--- config.mk ---
export PLATFORM = sky130hd
export DESIGN_NAME = grf_wb_arbiter
export DESIGN_NICKNAME = d
export VERILOG_FILES = /design/src/rtl/grf_wb_arbiter.sv
export SDC_FILE = /design/constraint.sdc
export NUM_CORES = 1
export LEC_CHECK = 0
export ABC_AREA = 1
export CORE_ASPECT_RATIO = 1.25
export CORE_UTILIZATION = 35
export DETAILED_ROUTE_END_ITERATION = 10
export SLEW_MARGIN = 20
export SYNTH_ARGS = -nofsm -noshare
export SYNTH_HDL_FRONTEND = slang
export SYNTH_SLANG_ARGS = --single-unit
--- constraint.sdc ---
create_clock -name clk -period 4.4 [get_ports clk]
set_input_delay 0.88 -clock clk [delete_from_list [all_inputs] [get_ports clk]]
set_output_delay 0.88 -clock clk [all_outputs]
set_load 0.01 [all_outputs]
--- src/rtl/grf_wb_arbiter.sv ---
// grf_wb_arbiter: shares the GRF write port between W-stage writeback (priority) and a queued aux requester,
// tracking pending aux destinations in a busy scoreboard and bubbling the pipe when the queue starves.
module grf_wb_arbiter #(
  parameter int DEPTH = 2,
  parameter int STARVE_LIMIT = 4
) (
  input  logic        clk,
  input  logic        reset,
  input  logic        pipe_we,
  input  logic [4:0]  pipe_addr,
  input  logic [31:0] pipe_data,
  input  logic [31:0] pipe_pc,
  input  logic        aux_req,
  input  logic [4:0]  aux_addr,
  input  logic [31:0] aux_data,
  input  logic [31:0] aux_pc,
  output logic        aux_ack,
  input  logic        resv_valid,
  input  logic [4:0]  resv_addr,
  output logic [31:0] busy,
  output logic        full,
  output logic        stall_req,
  output logic        grf_we,
  output logic [4:0]  grf_a3,
  output logic [31:0] grf_wd,
  output logic [31:0] grf_pc
);
  localparam int AW = $clog2(DEPTH);
  localparam int CW = $clog2(DEPTH + 1);
  localparam int SW = $clog2(STARVE_LIMIT) + 1;
  typedef struct packed {
    logic [4:0]  addr;
    logic [31:0] data;
    logic [31:0] pc;
  } ent_t;
  ent_t          mem_q [DEPTH];
  ent_t          head;
  logic [AW-1:0] head_q, tail_q;
  logic [CW-1:0] count_q, count_d;
  logic [SW-1:0] starve_q, starve_d;
  logic          stall_q, stall_d;
  logic [31:0]   busy_q, busy_d, set_mask, clr_mask;
  logic          grf_we_q, grf_we_d;
  logic [4:0]    grf_a3_q, grf_a3_d;
  logic [31:0]   grf_wd_q, grf_wd_d, grf_pc_q, grf_pc_d;
  logic          pipe_sel, empty, pop, push, stall_hit;
  assign head      = mem_q[head_q];
  assign empty     = count_q == '0;
  assign full      = count_q == CW'(DEPTH);
  assign pipe_sel  = pipe_we & (pipe_addr != 5'd0);
  assign pop       = ~pipe_sel & ~empty;
  assign aux_ack   = aux_req & ~full;
  assign push      = aux_ack & (aux_addr != 5'd0);
  assign count_d   = count_q + CW'(push) - CW'(pop);
  assign stall_hit = ~empty & ~pop & (starve_q == SW'(STARVE_LIMIT - 1));
  // counter restarts after each stall pulse so a lost bubble is re-requested STARVE_LIMIT cycles later
  assign starve_d  = (empty | pop | stall_hit) ? '0 : starve_q + 1'b1;
  assign stall_d   = stall_hit;
  assign set_mask  = resv_valid ? 32'd1 << resv_addr : '0;
  assign clr_mask  = pop ? 32'd1 << head.addr : '0;
  assign busy_d    = ((busy_q & ~clr_mask) | set_mask) & ~32'd1;
  always_comb begin
    grf_we_d = pipe_sel | pop;
    grf_a3_d = pipe_sel ? pipe_addr : pop ? head.addr : grf_a3_q;
    grf_wd_d = pipe_sel ? pipe_data : pop ? head.data : grf_wd_q;
    grf_pc_d = pipe_sel ? pipe_pc   : pop ? head.pc   : grf_pc_q;
  end
  always_ff @(posedge clk) begin
    if (push) mem_q[tail_q] <= {aux_addr, aux_data, aux_pc};
  end
  always_ff @(posedge clk or negedge reset) begin
    if (!reset) begin
      head_q   <= '0;
      tail_q   <= '0;
      count_q  <= '0;
      starve_q <= '0;
      stall_q  <= 1'b0;
      busy_q   <= '0;
      grf_we_q <= 1'b0;
      grf_a3_q <= '0;
      grf_wd_q <= '0;
      grf_pc_q <= '0;
    end else begin
      head_q   <= pop  ? head_q + 1'b1 : head_q;
      tail_q   <= push ? tail_q + 1'b1 : tail_q;
      count_q  <= count_d;
      starve_q <= starve_d;
      stall_q  <= stall_d;
      busy_q   <= busy_d;
      grf_we_q <= grf_we_d;
      grf_a3_q <= grf_a3_d;
      grf_wd_q <= grf_wd_d;
      grf_pc_q <= grf_pc_d;
    end
  end
  assign busy      = busy_q;
  assign stall_req = stall_q;
  assign grf_we    = grf_we_q;
  assign grf_a3    = grf_a3_q;
  assign grf_wd    = grf_wd_q;
  assign grf_pc    = grf_pc_q;
endmodule

### Word-level counts from Yosys, hierarchy flattened

Memories as Yosys holds them, arrays and structs flattened.
Cells that the tools add are included.

| cells by class | value |
|---|---|
| add/subtract/negate cells | 5 |
| reductions and logical operators | 4 |
| shifts and indexed selects | 2 |
| equal/unequal tests | 2 |
| bitwise gates (word level) | 16 |
| muxes and demuxes | 11 |

Operators by type and width:

| cell | number |
|---|---|
| 32-bit 2-to-1 mux | 6 |
| 1-bit by 5-bit << shifter with 32-bit output, first input constant | 2 |
| 32-bit AND | 1 |
| 32-bit inverter | 1 |
| 32-bit OR | 1 |
| 5-bit 2-to-1 mux | 2 |
| 5-bit nonzero test | 2 |
| 1-bit AND | 6 |
| 1-bit inverter | 4 |
| 3-bit by 1-bit adder with 3-bit output, second input constant | 1 |
| 3-bit by 2-bit == test with 1-bit output, second input constant | 1 |
| 3-bit 2-to-1 mux | 1 |
| 1-bit OR | 3 |
| 1-bit adder, second input constant | 2 |
| 2-bit by 1-bit adder with 2-bit output | 1 |
| 2-bit == test, second input constant | 1 |
| 2-bit zero test | 1 |
| 1-bit 2-to-1 mux | 2 |
| 2-bit nonzero test | 1 |
| 2-bit by 1-bit subtractor with 2-bit output | 1 |

| word-level totals | value |
|---|---|
| bits in writable memories | 138 |
| register bits | 109 |
| memories | 1 |
| logic and storage cells | 51 |

Memories:

| name | words | width | rd ports | clocked after memory_dff | wr ports | RTL line | text |
|---|---|---|---|---|---|---|---|
| mem_q | 2 | 69 | 1 | 0 | 1 | 36 | `ent_t mem_q [DEPTH];` |

### Longest topological paths before layout

Gate-level depths: netlist of run 1.

| depth | value |
|---|---|
| depth after elaboration | 9 |
| depth in mapped cells | 11 |

### Least setup slack after synthesis of run 1

Ideal clock, no wire load.

| path | value |
|---|---|
| path kind | input port to flip-flop |
| start | input aux_req |
| end | memory mem_q[1][0] (netlist name) (enable) |
| path slack | -0.303 ns |
| data arrival time | 4.205 ns |
| stages on the path | 4 |
| required time | 3.902 ns |
| setup time | 0.498 ns |
| cells stage by stage | inv_1 -> nor2_1 -> nand2_1 -> nor2_1 |

| between the ends | value |
|---|---|
| cells in the longest elaborated chain, start to end | 4 |

Ends and longest elaborated chain:

| item | RTL line | text |
|---|---|---|
| start, declared | 13 | `input logic aux_req,` |
| 1-bit AND | 52 | `assign aux_ack = aux_req & ~full;` |
| via aux_ack | 17 | `output logic aux_ack,` |
| 1-bit AND | 53 | `assign push = aux_ack & (aux_addr != 5'd0);` |
| 1-bit 2-to-1 mux | 69 | `if (push) mem_q[tail_q] <= {aux_addr, aux_data, aux_pc};` |
| 1-bit 2-to-1 mux (not written as such) | 69 |  |
| end, declared | 36 |  |

The timed path passes the listed nets, and every way through them passes these cells.

### Final worst setup path of run 1

| path | value |
|---|---|
| start | input aux_req |
| end | output aux_ack |

| between the ends | value |
|---|---|
| cells in the longest elaborated chain, start to end | 1 |

Ends and longest elaborated chain:

| item | RTL line |
|---|---|
| 1-bit AND | 52 |
| end, declared | 17 |

Every way passes these cells.

==> results of run 1 <==
==> placed cells by master, fill, tap and decap left out, drive strengths merged <==
| master | count |
|---|---|
| clkdlybuf4s50 | 250 |
| nor3 | 3 |
| xnor2 | 1 |
| nor4 | 5 |
| o21ai | 33 |
| a21oi | 1 |
| nand4 | 4 |
| inv | 27 |
| o31ai | 1 |
| clkinvlp | 1 |
| bufinv | 3 |
| nand2 | 484 |
| dfrtp | 109 |
| nor2 | 30 |
| clkbuf | 31 |
| nand3 | 90 |
| edfxtp | 138 |
| buf | 11 |
| conb | 1 |
| ha | 4 |
| clkinv | 11 |
| xor2 | 2 |
==> critical path, cell delays in order <==
cell	delay (ps)
clkdlybuf4s50_1	460
inv_1	40
nor2_1	280
clkdlybuf4s50_1	610
==> cell type report <==
cell class / count / share of cell area
timing repair buffer: 261 / 0.1915
multi-input combinational: 659 / 0.2042
sequential: 247 / 0.5043
clock inverter: 14 / 0.01028
tap: 350 / 0.03213
clock buffer: 31 / 0.04976
inverter: 28 / 0.007895
==> per-stage QoR <==
| stage | util | power, mW | std cells | setup WS, ps |
|---|---|---|---|---|
| after global routing | 0.4899 | 9.047 | 1590 | 1237 |
| after floorplan | - | 4.992 | 979 | 843.3 |
| after detailed placement | 0.4604 | 6.485 | 1545 | 1134 |
| after CTS | 0.4898 | 8.650 | 1590 | 1286 |
| after global placement | 0.4604 | 6.435 | 1545 | 1158 |
| final | 0.4899 | 8.512 | 1590 | 1252 |
==> worst paths after layout <==
path                              from      endpoint
setup / recovery               aux_req       aux_ack
hold / removal                   reset        grf_we
setup reg to reg            count_q[1]  mem_q[0][51]
hold reg to reg            starve_q[0]   starve_q[0]
max in group asynchronous        reset    grf_wd[26]
min in group clk           starve_q[0]   starve_q[0]
==> kinds of logic (layout without fill, tap and decap cells) <==
kind of cell / Yosys count / after routing / synth area share
simple gates: 616 / 616 / 0.2512
flops: 247 / 247 / 0.6883
buf+inv: 73 / 334 / 0.03472
compound gates: 35 / 35 / 0.01780
fa+ha+maj: 4 / 4 / 0.005013
xor+xnor: 3 / 3 / 0.002632
other cells: 1 / 1 / 0.0003756
==> report_power, final <==
group / total [mW] / switching, mW / internal [mW] / leakage (nW)
registers: 3.53 / 0.331 / 3.19 / 2.60
clock network: 2.13 / 0.873 / 1.26 / 0.401
logic: 2.85 / 1.62 / 1.23 / 2.70
==> sequential cells by signal, summed over array words and instances, names as in the netlist <==
register / count
tail_q: 1
mem_q: 138
busy: 31
grf_we: 1
grf_a3: 5
count_q: 2
stall_req: 1
starve_q: 3
head_q: 1
grf_wd: 32
grf_pc: 32
==> metal layers <==
metal	part of all wire	routed length, um	vias to the layer above	GRT usage
met2	0.50	13170	217	0.3179
li1	-	-	3681	-
met3	0.058	1502	51	0.03295
met5	0.00042	11	-	0
met4	0.032	847	2	0.07032
met1	0.41	10570	3589	0.2201
==> metrics.txt, run 1 <==
run status complete, no violations; Avg Cell Area, Syn 10.20 um2; Register-to-Register Path Depth 6; Worst Skew 7.105 ps; crit path capture type primary output; 1st-iter DRT viols 259; RSZ-0062 raised after global routing false; PwrDens 624.5 mW/mm2; drt via density 4.742; Max VDD drop 0.3362 mV; Static Leakage 5.704 nW; Post-route DRC 0; syn_nets 1131; Mapped Area 0.009983 mm2; number of routed nets with antenna violations 0; Area after DPL 0.01281 mm2; DR vias 7540; asr flop ratio synth 0.4413; Total GRT Usage 0.1809; register area share after synthesis 0.6883; number of synthesized register bits 247; final hold vios 0; setup TNS 0 ps; Final #Nets 1374; Clk pin slew, worst setup/hold paths 60 ps; IO Port Bufs 251; final period utilization 0.7155; I/O Pins 253; layout cells sized above 1 0.05323; detailed-placement wirelength estimate 17500 um; remaining global-route overflow 0; Crit Path Class input pin to primary output; Clk Latency, worst-skew pair 510 ps; die footprint 0.02921 mm2; TritonCTS clock tree built; Die W 153.1 um; highest clock rate 0.3177 GHz; FF/Latch Area 0.006873 mm2; Yosys top cell area share 0.4151; Hold Worst Slack 333.0 ps; CORE AREA 0.02782 mm2; flop-to-flop setup slack 2060 ps; ANT cells 0; CP required 3520 ps; pin count of the biggest net entering global routing 71; clock sinks 247; Synth Instances 979; die height 190.8 um; first-pass GRT wire length 41380 um; final setup fails 0; std cell rows 68; multi-input logic area 0.002783 mm2; Post-CTS Setup Bufs 0; WL final 26100 um; gpl congestion 0.8620; leading area contributor after synthesis edfxtp_1; worst slew pin tran 823.2 ps; Commonest cells post-synth nand2_1, edfxtp_1, dfrtp_1; dominant cells by area after synthesis edfxtp_1, dfrtp_1, nand2_1, nand3_1, buf_2; most frequent cell after synthesis nand2_1; H-tree Lvls 1; Main synth FF type edfxtp_1; count of pins over their slew limit 0; Hold Buf Count CTS 0; initial antenna violation count 1; Gates resized, CTS repair 0; number of global-route vias before repair 7709; Initial Util 0.3588; post-synthesis cell type count 31; post-route minimum period 3148 ps; post-route cell area 0.01363 mm2; crit path launch type input pin; WL/cell 16.42 um; Detailed Routing Iterations Pass 1 4; slew margin rel. 0.4512; yosys synthesis warning count 0; Num CTS Buffers 25; crit-path max FO 3; Fillers 2554; Post-synth EDFFs 138; Area growth syn-to-layout 36.52%; CTS max path bufs 3; HP Class input pin to asynchronous set/reset pin; CTS Root Cell clkbuf_16; WP data arrival 2270 ps; Max-cap violations 0
Power figures use the tool's default switching activity.
==> run 2, diff against run 1 <==
clock period = 2.55 ns   (was 4.4 ns; I/O delays follow)
==> run 2 against run 1 <==
Net effect:
- count of clock-buffer cells in the layout grew 3
- utilization up 0.48 points
- non-clock buffer count is 9 higher
- sequential share of layout area down 0.49 points
- setup slack worse by 1100 ps
- global-route usage down 0.15 points
- die area is the same
- via count down 0.25%
- total power up 73%
- largest cell class unchanged
- highest routed layer unchanged
==> metrics.txt, run 2 (synthesis results as in run 1) <==
run status complete, no violations; Area growth syn-to-layout 37.86%; clock sinks 247; hold path startpoint starve_q[0]; WP data arrival 1840 ps; Detailed Routing Iterations Pass 1 4; WL/cell 16.15 um; reg2reg start head_q; count of pins over their slew limit 0; largest register by flop count mem_q; PwrDens 1068 mW/mm2; 1st-iter DRT viols 316; Post-route DRC 0; DP Cell Count 1553; std cell rows 68; crit path capture type primary output; I/O Pins 253; first-pass GRT wire length 40810 um; Max-cap violations 0; reg2reg end busy[11]; CORE AREA 0.02782 mm2; HP Class register to register; crit path to aux_ack; die footprint 0.02921 mm2; Max VDD drop 0.4077 mV; Worst setup startpoint count_q[1]; Setup WS pre-CTS 195.2 ps; die height 190.8 um; fin worst setup slack 196.3 ps; number of global-route vias before repair 7593; RSZ-0062 raised after global routing false; IO Port Bufs 251; Num CTS Buffers 25; initial antenna violation count 1; Initial Util 0.3588; Static Leakage 5.764 nW; flop-to-flop setup slack 680 ps; worst slew pin tran 583.3 ps; remaining global-route overflow 0; WL final 25820 um; most frequent cells in the layout nand2_1, clkdlybuf4s50_1, edfxtp_1; Crit Path Class register to primary output; crit path max-delay cell type clkdlybuf4s50_1; detailed-placement wirelength estimate 17070 um; fin cells 1599; CTS max path bufs 3; Worst Skew 15.00 ps; CTS Root Cell clkbuf_16; highest clock rate 0.4249 GHz; most common cell after layout, fill and taps aside nand2_1; layout cells sized above 1 0.06085; Buf+Inv Stages, Crit Path 2; crit-path max FO 3; H-tree Lvls 1; Die W 153.1 um; post-route minimum period 2354 ps; max FFs per register 138; Register-to-Register Path Depth 7; DR vias 7521; gpl congestion 0.8406; family with the most delay on the worst path buffers and inverters; Fillers 2481; cell breakdown of the critical path inv_1 -> nor2_1 -> nor2_2 -> clkdlybuf4s50_1; TritonCTS clock tree built; pin count of the biggest net entering global routing 69; drt via density 4.704; Total GRT Usage 0.1794; crit path launch type register; final setup fails 0; Final #Nets 1383; slew margin rel. 0.6107; final hold vios 0; final period utilization 0.9230; ANT cells 0; setup TNS 0 ps; number of routed nets with antenna violations 0; critical path depth 4; slowest stage delay, CP 560 ps; Clk pin slew, worst setup/hold paths 60 ps; CP required 2040 ps; Clk Latency, worst-skew pair 520 ps
run 2: cell count changes in the layout (fill, tap and decap cells not counted), sizes merged:
cell,change
clkinv,-3
clkbuf,+3
clkinvlp,+1
dlygate4sd3,+1
bufinv,-1
buf,+8
run 2: worst reg2reg max path: stages, from the launching register on:
cell     delay (ps)
dfrtp_2         540
inv_2           180
buf_4           310
nand2_1         110
nand2_2         200
nand4_1         150
o21ai_0         200
nand2_1          60
run 2: per-layer routing:
layer,track usage,wire (um)
met1,0.2118,10340
met2,0.3226,13220
met3,0.04023,1642
met4,0.05672,606
met5,0,11
run 2: cell type report:
type	instances	area (um2)	share of cell area
Clock inverter	11	107.6	0.007818
Tap cell	350	437.9	0.03182
Clock buffer	34	699.4	0.05082
Sequential cell	247	6873	0.4994
Inverter	28	107.6	0.007818
Multi-Input combinational cell	659	2783	0.2022
Timing Repair Buffer	270	2755	0.2002
run 2: power by group:
| part | leakage, nW | internal, mW | switching (mW) |
|---|---|---|---|
| logic | 2.77 | 2.21 | 2.82 |
| registers | 2.60 | 5.51 | 0.553 |
| clock network | 0.394 | 2.12 | 1.49 |
run 2: how the worst min path moves through the flow:
stage | to | cells after the start
final | starve_q[0] | 1
after global routing | starve_q[0] | 1
after global placement | starve_q[0] | 1
after floorplan | busy[10] | 0
after CTS | starve_q[0] | 1
after detailed placement | starve_q[0] | 1
run 2: stage by stage:
step	area, um2	utilization	hold slack, ps	power (mW)
detailed placement	12940	0.4652	426.2	11.27
global route	13760	0.4947	460.7	15.66
CTS	13760	0.4946	434.1	14.93
finish	13760	0.4947	430.9	14.69
floorplan	9988	-	214.4	8.614
global placement	12940	0.4652	419.6	11.19
run 2: timing repair:
action	CTS	global route
buffers inserted	0	0
endpoints found under the setup margin	0	1
hold endpoints to repair	23	0
resized for setup	0	1
hold buffers	1	0
==> run 3, diff against run 2 <==
==> constraint.sdc (replaced) <==
create_clock -name clk -period 2.55 [get_ports clk]
set_input_delay 0.51 -clock clk [delete_from_list [all_inputs] [get_ports clk]]
set_output_delay 0.51 -clock clk [all_outputs]
set_load 0.02 [all_outputs]
==> run 3 against run 2 <==
Net effect:
- wire length increased by 1.6%
- sequential power barely moved
- worst hold slack better by 3.5 ps
- critical endpoint is now full
- utilization rose by 0.27 points
- first-iteration DRC count shrank 3.5%
==> metrics.txt, run 3 (synthesis results as in run 1) <==
run status complete, no violations; final period utilization 0.9331; 1st-iter DRT viols 305; clock power share 0.253; H-tree Lvls 1; fin cells 1601; gpl congestion 0.8542; highest clock rate 0.4203 GHz; WL final 26220 um; max FFs per register 138; WL/cell 16.38 um; Final #Nets 1385; PwrDens 1126 mW/mm2; Area growth syn-to-layout 38.60%; Detailed Routing Iterations Pass 1 4; first-pass GRT wire length 40630 um; Post-route DRC 0; RSZ-0062 raised after global routing false; drt via density 4.775; post-route cell area 0.01384 mm2; setup TNS 0 ps; Worst setup startpoint count_q[1]; Max-cap violations 0; HP Class input pin to asynchronous set/reset pin; WP data arrival 1870 ps; crit-path max FO 2; die height 190.8 um; final hold vios 0; Clk Latency, worst-skew pair 510 ps; Logic pwr share 0.358; initial antenna violation count 0; CP required 2040 ps; pin count of the biggest net entering global routing 65; final setup fails 0; Post-CTS Setup Bufs 0; Static Leakage 5.814 nW; Seq pwr share 0.389; Total GRT Usage 0.1779; Net Switching 5.420 mW; Worst Skew 10.09 ps; Crit Path Class register to primary output; TritonCTS clock tree built; ANT cells 0; internal power 10.16 mW; CTS max path bufs 3; Switching Share 0.3480; CTS Root Cell clkbuf_16; die footprint 0.02921 mm2; Hold Worst Slack 434.5 ps; Num CTS Buffers 25; layout cells sized above 1 0.06315; reg2reg start count_q[1]; number of global-route vias before repair 7644; clock sinks 247; crit path launch type register; most common cell after layout, fill and taps aside nand2_1; largest register by flop count mem_q; std cell rows 68; DR vias 7645; crit path capture type primary output; number of routed nets with antenna violations 0; Initial Util 0.3588; remaining global-route overflow 0; Area after DPL 0.01294 mm2; post-route minimum period 2379 ps; slew margin rel. 0.4998; detailed-placement wirelength estimate 17700 um; worst slew pin tran 750.3 ps; Die W 153.1 um; I/O Pins 253; Clk pin slew, worst setup/hold paths 60 ps; most frequent cells in the layout nand2_1, clkdlybuf4s50_1, edfxtp_1; count of pins over their slew limit 0; CORE AREA 0.02782 mm2; IO Port Bufs 251; Max VDD drop 0.4089 mV; DP Cell Count 1555
==> run 3: timing repair <==
action	in CTS	in global routing
resized for setup	0	1
hold buffers	1	0
endpoints found under the hold margin	14	0
endpoints found under the setup margin	0	1
==> run 3: final timing paths <==
check	to	slack, ps	cells after the start
max	full	170	3
min	grf_pc[0]	430	2
max reg2reg	count_q[1]	700	9
min reg2reg	starve_q[0]	440	1
max in group asynchronous	grf_pc[21]	1380	3
min in group clk	starve_q[0]	440	1
==> run 3: critical path, cell delays in order (launching register included) <==
cell and delay [ps]:
dfrtp_1 390, inv_1 80, nor2_1 240, clkdlybuf4s50_1 660
==> run 3: layout make-up <==
type                    count  area, um2
fillers                  2553      13980
clock buffers              31      658.1
repair buffers            272       2748
multi-input cells         659       2785
inverters                  28      107.6
flip-flops and latches    247       6873
well taps                 350      437.9
clock inverters            14      227.7
==> run 3: metrics by stage <==
| stage | total power [mW] | worst slack (ps) | utilization |
|---|---|---|---|
| 6_report | 15.58 | 170.7 | 0.4973 |
| 5_1_grt | 16.49 | 87.36 | 0.4973 |
| 4_1_cts | 15.81 | 49.77 | 0.4973 |
| 3_5_place_dp | 11.81 | -12.64 | 0.4651 |
| 3_3_place_gp | 11.70 | 69.54 | 0.4651 |
| 2_1_floorplan | 9.134 | 16.80 | - |
==> run 3: power groups by stage <==
stage	registers [mW]	logic, mW	clock network (mW)
after floorplan	6.87	2.27	0
after global placement	6.10	5.60	0
after detailed placement	6.12	5.69	0
after CTS	6.06	5.70	4.04
after global routing	6.18	6.10	4.21
final	6.05	5.58	3.94
==> run 3: per-layer routing <==
metal | part of all wire | up-vias | GRT usage
li1 | - | 3698 | -
met1 | 0.39 | 3672 | 0.2036
met2 | 0.52 | 231 | 0.3267
met3 | 0.063 | 44 | 0.04023
met4 | 0.027 | 0 | 0.05789
met5 | 0 | - | 0
==> patch, RTL diff (flow settings as in run 2) <==
The parameter `STARVE_LIMIT` goes from 4 to 8.
--- a/src/rtl/grf_wb_arbiter.sv
+++ b/src/rtl/grf_wb_arbiter.sv
@@ -2,7 +2,7 @@
 // tracking pending aux destinations in a busy scoreboard and bubbling the pipe when the queue starves.
 module grf_wb_arbiter #(
   parameter int DEPTH = 2,
-  parameter int STARVE_LIMIT = 4
+  parameter int STARVE_LIMIT = 8
 ) (
   input  logic        clk,
   input  logic        reset,
Behaviour: same outputs for any inputs over 4 cycles, from zero or initial values and one cycle with reset low; that may be too few to reach the edited logic, so the function may still have changed.
==> patch against run 2 <==
Worst setup slack gained 0.0025 ns. Synthesized area grew 0.20%. Total power grew 2.9%. Sequential share of layout area is 0.20 points lower. Non-clock buffer count up 1. Critical path depth is the same. Fmax increased by 0.11%. Sequential cell count is 1 higher. Routed wire length rose by 2.0%. Cell area up 0.77%. Via count up 0.76%. Count of clock-buffer cells in the layout is 8 lower. Largest power group unchanged.
==> patch: results (changes against run 2) <==
post_drt_wl_per_cell_um: 16.40  # +1.6%
grt_pass1_vias: 7761  # +2.2%
synth.area.top_cells: "edfxtp_1, dfrtp_1, nand2_1, nand3_1, o21ai_0"
met2_usage_pct: 32.00  # -0.26 points
critPathMaxFanout: 3  # unchanged
dr_wl_met2_um: 12950  # -2.1%
yosysUniqueCellTypes: 31  # unchanged
post_cts_buffers: 0  # unchanged
pre_cts_slack_ns: 0.1369  # -0.05824 ns
yosysSeqAreaShare_pct: 68.94  # +0.11 points
async_reset_ff_share_pct: 44.35  # +0.23 points
p_leak_nw: 5.817  # +0.92%
gr-usage-met3_pct: 4.171  # +0.15 points
antenna_found_initial: 4  # +3
synth_edf_count: 138  # unchanged
gp_congestion: 0.8194  # -2.5%
dp_hpwl_um: 17690  # +3.7%
cts-root-buf: "clkbuf_16"
min_path_type: "input port to asynchronous set/reset pin"
drt-pass1-iter-count: 6  # +2
top_layer_used: "met5"
drt-met1-wl_um: 11090  # +7.3%
fin_worst_skew_ns: 0.01788  # +0.002880 ns
layout-drive-gt1-share_pct: 6.539  # +0.45 points
largest-register: "mem_q"
crit_start: "count_q[1]"
syn-num-nets: 1133  # +0.18%
irDropWorstVdd_uv: 559.6  # +37%
clk_latency_ns: 0.53
grt_usage_pct: 18.11  # +0.17 points
final_cells: 1605  # +0.38%
met3_length_um: 1698  # +3.4%
ctsHtreeMaxLevel: 1  # unchanged
grt_max_degree: 68  # -1.4%
dpl_cell_area_um2: 12960  # +0.13%
largest_reg_flops: 138  # unchanged
worstMarginPinSlew_ns: 0.7438  # +0.1605 ns
vias_per_cell: 4.721  # +0.38%
synthCells: 982  # +0.31%
status: "completed"
final_net_count: 1386  # +0.22%
grt_pass1_wl_um: 41460  # +1.6%
ys_warn_count: 0  # unchanged
synthTopCellsByCount: "nand2_1, edfxtp_1, dfrtp_1"
portBuffers: 251  # unchanged
met1_usage_pct: 22.01  # +0.83 points
clk_pin_slew_ns: 0.06  # about the same
synth_flop_cell: "edfxtp_1"
drtIter0Drc: 280  # -11%
## patch: cell types whose count changed in the layout (fill, tap and decap cells not counted), sizes merged, moves of 2 or more
cell	before	now
buf	19	21
bufinv	2	6
clkbuf	34	26
clkinv	8	10
inv	27	29
nand2	484	481
nand3	90	92
nor2	30	32
o211ai	0	2
## patch: cell type report
| class | instances | area (µm²) |
|---|---|---|
| inverters | 27 | 103.9 |
| clock buffers | 26 | 629.4 |
| repair buffers | 271 | 2735 |
| diodes | 1 | 2.502 |
| flip-flops and latches | 248 | 6898 |
| multi-input cells | 662 | 2788 |
| clock inverters | 20 | 275.3 |
| fillers | 2502 | 13950 |
| well taps | 350 | 437.9 |
## patch: critical path, stage by stage (launching register included)
cell             delay (ns)
dfrtp_1                0.37
inv_2                  0.07
nor2_1                 0.08
nor2_2                 0.21
clkdlybuf4s50_1        0.58
## patch: worst paths after layout
path	to	slack, ns	cells past startpoint
worst max-delay path	aux_ack	0.20	4
worst min-delay path	busy[26]	0.06	1
worst max register to register	busy[15]	0.63	4
worst min register to register	starve_q[0]	0.47	1
max in group asynchronous	grf_pc[10]	1.79	2
min in group clk	starve_q[0]	0.47	1
## patch: cell families after synthesis
logic type,synth area share [%]
buffers and inverters,3.364
xor gates and xnor gates,0.4379
AOI/OAI and AO/OA,1.801
other,0.03749
DFF,68.94
and+or+nand+nor,25.04
adders and majority gates,0.3753
## patch: where the power goes
group / internal [mW] / switching (mW) / total, mW / leakage (nW)
sequential: 5.52 / 0.536 / 6.06 / 2.61
combinational: 2.18 / 2.86 / 5.04 / 2.76
clock: 2.42 / 1.60 / 4.02 / 0.439
## patch: repair_timing
action,in CTS,in global routing
endpoints found under the setup margin,0,1
resized for setup,0,1
hold buffers,0,0
